## src/rtl/game_controller_if.sv

```systemverilog
// Command/status bundle between the memory-game controller and its datapath.
// The enter key travels with the status flags because the controller is its only consumer.
interface game_controller_if;
    // user key (active-low, asynchronous to CLOCK_50)
    logic       enter_n;
    // datapath status flags
    logic       end_FPGA;
    logic       end_User;
    logic       end_time;
    logic       win;
    logic       match;
    // datapath commands
    logic       R1;
    logic       R2;
    logic       E1;
    logic       E2;
    logic       E3;
    logic       E4;
    logic       SEL;
    // debug view of the FSM state
    logic [2:0] state;

    // controller side
    modport master (
        input  enter_n, end_FPGA, end_User, end_time, win, match,
        output R1, R2, E1, E2, E3, E4, SEL, state
    );

    // datapath / environment side
    modport slave (
        output enter_n, end_FPGA, end_User, end_time, win, match,
        input  R1, R2, E1, E2, E3, E4, SEL, state
    );
endinterface

```

## src/rtl/game_controller.sv

```systemverilog
// Memory-game control FSM. Sequences the datapath: clear, setup, FPGA playback
// paced by a step counter, user entry, compare, level advance and a result screen
// that must be shown for a minimum time before enter restarts the game.
// Every command output is a flop; the Moore decodes are taken from the next state
// so they line up exactly with the state register.
module game_controller #(
    parameter int STEP_CYCLES = 25000000,
    parameter int RESULT_HOLD = 50000000,
    // shared pacer/hold counter width; must also hold STEP_CYCLES-1
    parameter int CNT_W       = $clog2(RESULT_HOLD + 1)
) (
    input  logic              CLOCK_50,
    input  logic              reset,
    game_controller_if.master gc
);

    typedef enum logic [2:0] {
        ST_INIT      = 3'd0,
        ST_SETUP     = 3'd1,
        ST_PREP      = 3'd2,
        ST_PLAY_FPGA = 3'd3,
        ST_PLAY_USER = 3'd4,
        ST_CHECK     = 3'd5,
        ST_NEXT      = 3'd6,
        ST_RESULT    = 3'd7
    } state_e;

    localparam logic [CNT_W-1:0] CNT_ZERO  = {CNT_W{1'b0}};
    localparam logic [CNT_W-1:0] CNT_ONE   = CNT_W'(1);
    localparam logic [CNT_W-1:0] STEP_LAST = CNT_W'(STEP_CYCLES - 1);
    localparam logic [CNT_W-1:0] HOLD_MAX  = CNT_W'(RESULT_HOLD);

    // enter key conditioning
    logic sync1_q;
    logic sync2_q;
    logic prev_q;
    logic enter_p_s;

    // FSM and shared counter
    state_e           state_q;
    state_e           state_d;
    logic [CNT_W-1:0] cnt_q;
    logic [CNT_W-1:0] cnt_d;

    // pulse requests decided alongside the next state
    logic e2_d;
    logic e3_d;

    // registered command outputs
    logic r1_q;
    logic r2_q;
    logic e1_q;
    logic e2_q;
    logic e3_q;
    logic e4_q;
    logic sel_q;

    // Two-flop synchronizer plus one history flop for the press detector; all idle at 1 (released).
    always_ff @(posedge CLOCK_50 or posedge reset) begin
        if (reset) begin
            sync1_q <= 1'b1;
            sync2_q <= 1'b1;
            prev_q  <= 1'b1;
        end else begin
            sync1_q <= gc.enter_n;
            sync2_q <= sync1_q;
            prev_q  <= sync2_q;
        end
    end

    // A press is the 1->0 transition of the synchronized key; a held key yields a single pulse.
    assign enter_p_s = prev_q & ~sync2_q;

    // State and counter registers.
    always_ff @(posedge CLOCK_50 or posedge reset) begin
        if (reset) begin
            state_q <= ST_INIT;
            cnt_q   <= CNT_ZERO;
        end else begin
            state_q <= state_d;
            cnt_q   <= cnt_d;
        end
    end

    // Next-state, counter and pulse-request logic. The counter defaults to zero, so any
    // state that does not own it leaves it cleared for the next owner (PLAY_FPGA or RESULT).
    always_comb begin
        state_d = state_q;
        cnt_d   = CNT_ZERO;
        e2_d    = 1'b0;
        e3_d    = 1'b0;
        case (state_q)
            ST_INIT: begin
                state_d = ST_SETUP;
            end
            ST_SETUP: begin
                if (enter_p_s) begin
                    state_d = ST_PREP;
                end else begin
                    state_d = ST_SETUP;
                end
            end
            ST_PREP: begin
                state_d = ST_PLAY_FPGA;
            end
            ST_PLAY_FPGA: begin
                if (gc.end_FPGA) begin
                    // playback done: leave without stepping the sequence again
                    state_d = ST_PLAY_USER;
                end else if (cnt_q == STEP_LAST) begin
                    e2_d  = 1'b1;
                    cnt_d = CNT_ZERO;
                end else begin
                    cnt_d = cnt_q + CNT_ONE;
                end
            end
            ST_PLAY_USER: begin
                if (gc.end_time) begin
                    // timeout wins over everything, including a pending entry
                    state_d = ST_RESULT;
                end else if (gc.end_User) begin
                    state_d = ST_CHECK;
                end else if (enter_p_s) begin
                    e3_d = 1'b1;
                end else begin
                    state_d = ST_PLAY_USER;
                end
            end
            ST_CHECK: begin
                if (gc.match && !gc.win) begin
                    state_d = ST_NEXT;
                end else begin
                    // either the last level was won or the entry was wrong
                    state_d = ST_RESULT;
                end
            end
            ST_NEXT: begin
                state_d = ST_PREP;
            end
            ST_RESULT: begin
                if (cnt_q == HOLD_MAX) begin
                    if (enter_p_s) begin
                        state_d = ST_INIT;
                    end else begin
                        cnt_d = cnt_q;
                    end
                end else begin
                    // presses before the hold time has elapsed are simply dropped
                    cnt_d = cnt_q + CNT_ONE;
                end
            end
            default: begin
                state_d = ST_INIT;
            end
        endcase
    end

    // Command outputs registered from the next state so they are glitch-free and track state_q.
    always_ff @(posedge CLOCK_50 or posedge reset) begin
        if (reset) begin
            r1_q  <= 1'b1;
            r2_q  <= 1'b1;
            e1_q  <= 1'b0;
            e2_q  <= 1'b0;
            e3_q  <= 1'b0;
            e4_q  <= 1'b0;
            sel_q <= 1'b0;
        end else begin
            r1_q  <= (state_d == ST_INIT);
            r2_q  <= (state_d == ST_INIT) || (state_d == ST_PREP);
            e1_q  <= (state_d == ST_SETUP);
            e2_q  <= e2_d;
            e3_q  <= e3_d;
            e4_q  <= (state_d == ST_NEXT);
            sel_q <= (state_d == ST_RESULT);
        end
    end

    assign gc.R1    = r1_q;
    assign gc.R2    = r2_q;
    assign gc.E1    = e1_q;
    assign gc.E2    = e2_q;
    assign gc.E3    = e3_q;
    assign gc.E4    = e4_q;
    assign gc.SEL   = sel_q;
    assign gc.state = state_q;

endmodule

```

## src/flat_wrapper.sv

```systemverilog
// flat-port wrapper written by rule: the top's interface ports become plain ports
module game_controller_flat 
#(
    parameter int STEP_CYCLES = 25000000,
    parameter int RESULT_HOLD = 50000000,
                                                                    
    parameter int CNT_W       = $clog2(RESULT_HOLD + 1)
)
  (CLOCK_50, reset, gc_enter_n, gc_end_FPGA, gc_end_User, gc_end_time, gc_win, gc_match, gc_R1, gc_R2, gc_E1, gc_E2, gc_E3, gc_E4, gc_SEL, gc_state);
  game_controller_if gc_i ();
  input  logic CLOCK_50;
  input  logic reset;
  input wire logic [$bits(gc_i.enter_n)-1:0] gc_enter_n;
  input wire logic [$bits(gc_i.end_FPGA)-1:0] gc_end_FPGA;
  input wire logic [$bits(gc_i.end_User)-1:0] gc_end_User;
  input wire logic [$bits(gc_i.end_time)-1:0] gc_end_time;
  input wire logic [$bits(gc_i.win)-1:0] gc_win;
  input wire logic [$bits(gc_i.match)-1:0] gc_match;
  output wire logic [$bits(gc_i.R1)-1:0] gc_R1;
  output wire logic [$bits(gc_i.R2)-1:0] gc_R2;
  output wire logic [$bits(gc_i.E1)-1:0] gc_E1;
  output wire logic [$bits(gc_i.E2)-1:0] gc_E2;
  output wire logic [$bits(gc_i.E3)-1:0] gc_E3;
  output wire logic [$bits(gc_i.E4)-1:0] gc_E4;
  output wire logic [$bits(gc_i.SEL)-1:0] gc_SEL;
  output wire logic [$bits(gc_i.state)-1:0] gc_state;
  assign gc_i.enter_n = gc_enter_n;
  assign gc_i.end_FPGA = gc_end_FPGA;
  assign gc_i.end_User = gc_end_User;
  assign gc_i.end_time = gc_end_time;
  assign gc_i.win = gc_win;
  assign gc_i.match = gc_match;
  assign gc_R1 = gc_i.R1;
  assign gc_R2 = gc_i.R2;
  assign gc_E1 = gc_i.E1;
  assign gc_E2 = gc_i.E2;
  assign gc_E3 = gc_i.E3;
  assign gc_E4 = gc_i.E4;
  assign gc_SEL = gc_i.SEL;
  assign gc_state = gc_i.state;
  game_controller #(.STEP_CYCLES(STEP_CYCLES), .RESULT_HOLD(RESULT_HOLD), .CNT_W(CNT_W)) u_core (.CLOCK_50(CLOCK_50), .reset(reset), .gc(gc_i));
endmodule
```

## config.mk

```make
export PLATFORM = sky130hd
export DESIGN_NAME = game_controller_flat
export DESIGN_NICKNAME = d
export VERILOG_FILES = /design/src/rtl/game_controller_if.sv /design/src/rtl/game_controller.sv /design/src/flat_wrapper.sv
export SDC_FILE = /design/constraint.sdc
export NUM_CORES = 1
export LEC_CHECK = 0
export BUFFER_PORTS_ARGS = -buffer_cell sky130_fd_sc_hd__buf_2
export CORE_MARGIN = 5
export CORE_UTILIZATION = 30
export DETAILED_ROUTE_END_ITERATION = 10
export SYNTH_ARGS = -nofsm -noshare
export SYNTH_HDL_FRONTEND = slang
export SYNTH_SLANG_ARGS = --single-unit
```

## constraint.sdc

```tcl
create_clock -name CLOCK_50 -period 3.7 [get_ports CLOCK_50]
set_clock_uncertainty 0.05 [all_clocks]
set_input_delay 0.37 -clock CLOCK_50 [delete_from_list [all_inputs] [get_ports CLOCK_50]]
set_output_delay 0.37 -clock CLOCK_50 [all_outputs]
set_load 0.1 [all_outputs]
```

==> flow_metrics.py <==
metrics = {
    "die": {
        "coreArea_mm2": 0.00676,
        "start_util_pct": 30.6,
        "io_pins": 18,
        "fp-row-count": 30,
        "fp.dieH_um": 93.0,
        "die-width_um": 93.0,
        "die-area_mm2": 0.00865,
    },
    "final_layout": {
        "insertedDiodeCount": 0,
        "regArea_um2": 982,
        "largest_register": "u_core.cnt_q",
        "finalInstanceArea_mm2": 0.00235,
        "fin_util_pct": 34.7,
        "drive_gt1_share_pct": 26.2,
        "layout_common_cells": "dfrtp_1, nor2_2, xnor2_1",
        "area_growth_pct": 13.6,
        "instances_no_fill": 305,
        "fin_nets": 234,
        "n_fill_cell": 689,
        "largest_reg_flops": 26,
        "multi_input_area_mm2": 0.00101,
        "layout_commonest_cell": "dfrtp_1",
    },
    "setup_path": {
        "path_delay_family": "simple AND/OR/NAND/NOR gates",
        "crit_buf_inv": 1,
        "timing_worst_setup_path_type": "reg2reg",
        "worstReg2RegStart": "u_core.cnt_q[10]",
        "crit_path_top_delay_cell": "or4_4",
        "start_kind": "flip-flop",
        "crit_top_cell": "or4_4",
        "slowest_delay_ns": 0.55,
        "crit_required_ns": 3.81,
        "cp-end-kind": "flip-flop",
        "crit_fanout": 23,
        "crit_arrival_ns": 2.78,
        "cp_cell_sequence": "or4_4 > or4_4 > o31a_1 > a211oi_4 > buf_4 > nor2_1",
        "startpoint": "u_core.cnt_q[10]",
    },
    "timing": {
        "slew_headroom_pct": 63.4,
        "tns_ns": 0,
        "worst_pin_slew_ns": 0.545,
        "finalCritPeriodShare_pct": 72.1,
        "finalSetupViolCount": 0,
        "final.min_clock_period_ns": 2.67,
        "slew_viol_final": 0,
        "holdWs_ns": 0.129,
        "fmax_ghz": 0.375,
        "finalHoldViolCount": 0,
        "worst_slack_ns": 1.03,
        "rsz0062_at_grt": "false",
    },
    "global_routing": {
        "grt_antenna_before_repair": 0,
        "grt_pass1_vias": 1546,
        "grt_pass1_wl_um": 7180,
        "grt_overflow": 0,
        "grt_start_max_net_pins": 40,
        "grt_util_all_layers_pct": 10.2,
    },
    "pwr": {
        "p_switching_mw": 0.160,
        "leakagePower_nw": 0.943,
        "p_sw_share_pct": 19.7,
        "p_int_mw": 0.653,
        "seqPwrFrac_pct": 52.8,
        "clkPwrFrac_pct": 44.8,
        "power_mw": 0.814,
        "pwr-share-comb_pct": 2.4,
        "powerDensity_mw_per_mm2": 347,
        "vdd_drop_max_v": 0.000119,
    },
    "clock_tree": {
        "cts_tree": "done",
        "cts_hold_buffers": 0,
        "root_buffer": "clkbuf_8",
        "cts_buffers": 5,
        "post_cts_buffers": 0,
        "cts_sinks": 39,
        "clk_latency_ns": 0.29,
        "clk_pin_slew_worst_paths_ns": 0.08,
        "cts.path.max_buffers": 2,
        "cts_resized": 0,
        "htree_levels": 2,
    },
    "placement": {
        "dpl_cell_area_mm2": 0.00223,
        "dp_cells": 297,
        "place.gp.congestion": 0.764,
        "hpwl_um": 2750,
        "place_ws_ns": 1.02,
        "portBuffers": 17,
    },
    "logic_synthesis": {
        "synth_edf_count": 0,
        "synth_async_sr_flop_share_pct": 100,
        "ys_warn_count": 0,
        "syn_avg_cell_area_um2": 10.1,
        "ys_ff_latch": 39,
        "yosysSeqAreaShare_pct": 47.5,
        "yosys.cell_types.count": 40,
        "synth_flop_cell": "dfrtp_1",
        "syn_inst": 204,
        "synth_area_mm2": 0.00207,
        "synthesis.nets": 214,
    },
    "drt": {
        "vias_per_cell": 4.96,
        "totalWireLength_um": 3910,
        "drc_errors": 0,
        "firstDrtPassIters": 4,
        "vias": 1512,
        "wl_per_cell_um": 12.8,
        "drtAntennaViolNets": 0,
        "drtIter0Drc": 59,
    },
    "worst_hold_path": {
        "hp-class": "in2reg",
        "worstHoldStart": "gc_enter_n",
    },
    "flow_run": {
        "drv_cap": 0,
    },
    "status": {
        "outcome": "finished, final reports clean",
    },
}
[cell families (layout without fill, tap and decap cells)]
| family | after synthesis | count (layout) | share of synthesized area, % |
|---|---|---|---|
| AO/OA/AOI/OAI | 14 | 14 | 5.21 |
| XOR/XNOR | 24 | 24 | 10.2 |
| adder cells (fa/ha/maj) | 2 | 2 | 1.21 |
| buffers and inverters | 15 | 36 | 3.45 |
| flip-flops | 39 | 39 | 47.5 |
| multiplexers | 1 | 1 | 0.485 |
| AND/OR/NAND/NOR | 109 | 109 | 31.9 |
[synth_stat cells, types with 4 or more instances]
master   instances  share of area [%]
nand2_1         11                2.0
dfstp_2          5                6.4
nor4_1           9                2.7
o21ai_0          4               0.97
nand4_1          8                2.4
nand3_1         11                2.7
nor3_1          11                2.7
inv_1            9                1.6
xnor2_1         19                8.1
nor2_1          11                2.0
xor2_1           5                2.1
dfrtp_1         34                 41
nor2_2          20                6.1
and3_1           7                2.1
[power groups by stage]
stage	Combinational, mW	Clock (mW)	Sequential [mW]
6_report	0.0199	0.364	0.429
5_1_grt	0.0235	0.400	0.430
4_1_cts	0.0205	0.376	0.429
3_5_place_dp	0.0205	0	0.438
3_3_place_gp	0.0203	0	0.438
2_1_floorplan	0.0121	0	0.438
[per-layer routing]
metal	up-vias	part of all wire (%)	track usage, %
met4	0	1.8	3.42
li1	756	-	-
met2	20	46	15.9
met3	7	3.4	2.98
met5	-	0	0
met1	729	49	13.7
[final timing paths]
| path | to | slack (ns) | cells past startpoint |
|---|---|---|---|
| setup / recovery | u_core.cnt_q[22] | 1.03 | 6 |
| hold / removal | u_core.sync1_q | 0.13 | 1 |
| setup reg to reg | u_core.cnt_q[22] | 1.03 | 6 |
| hold reg to reg | u_core.sync2_q | 0.31 | 0 |
| max in group asynchronous | u_core.prev_q | 3.10 | 3 |
| min in group asynchronous | u_core.cnt_q[11] | 0.14 | 3 |
[layout make-up]
cell class	count	area share [%]
Timing Repair Buffer	19	4.27
Multi-Input combinational cell	150	43.1
Inverter	9	1.44
Sequential cell	39	41.9
Tap cell	80	4.27
Clock inverter	2	1.49
Clock buffer	6	3.52
Note: power is estimated with default switching activity, not from simulation.
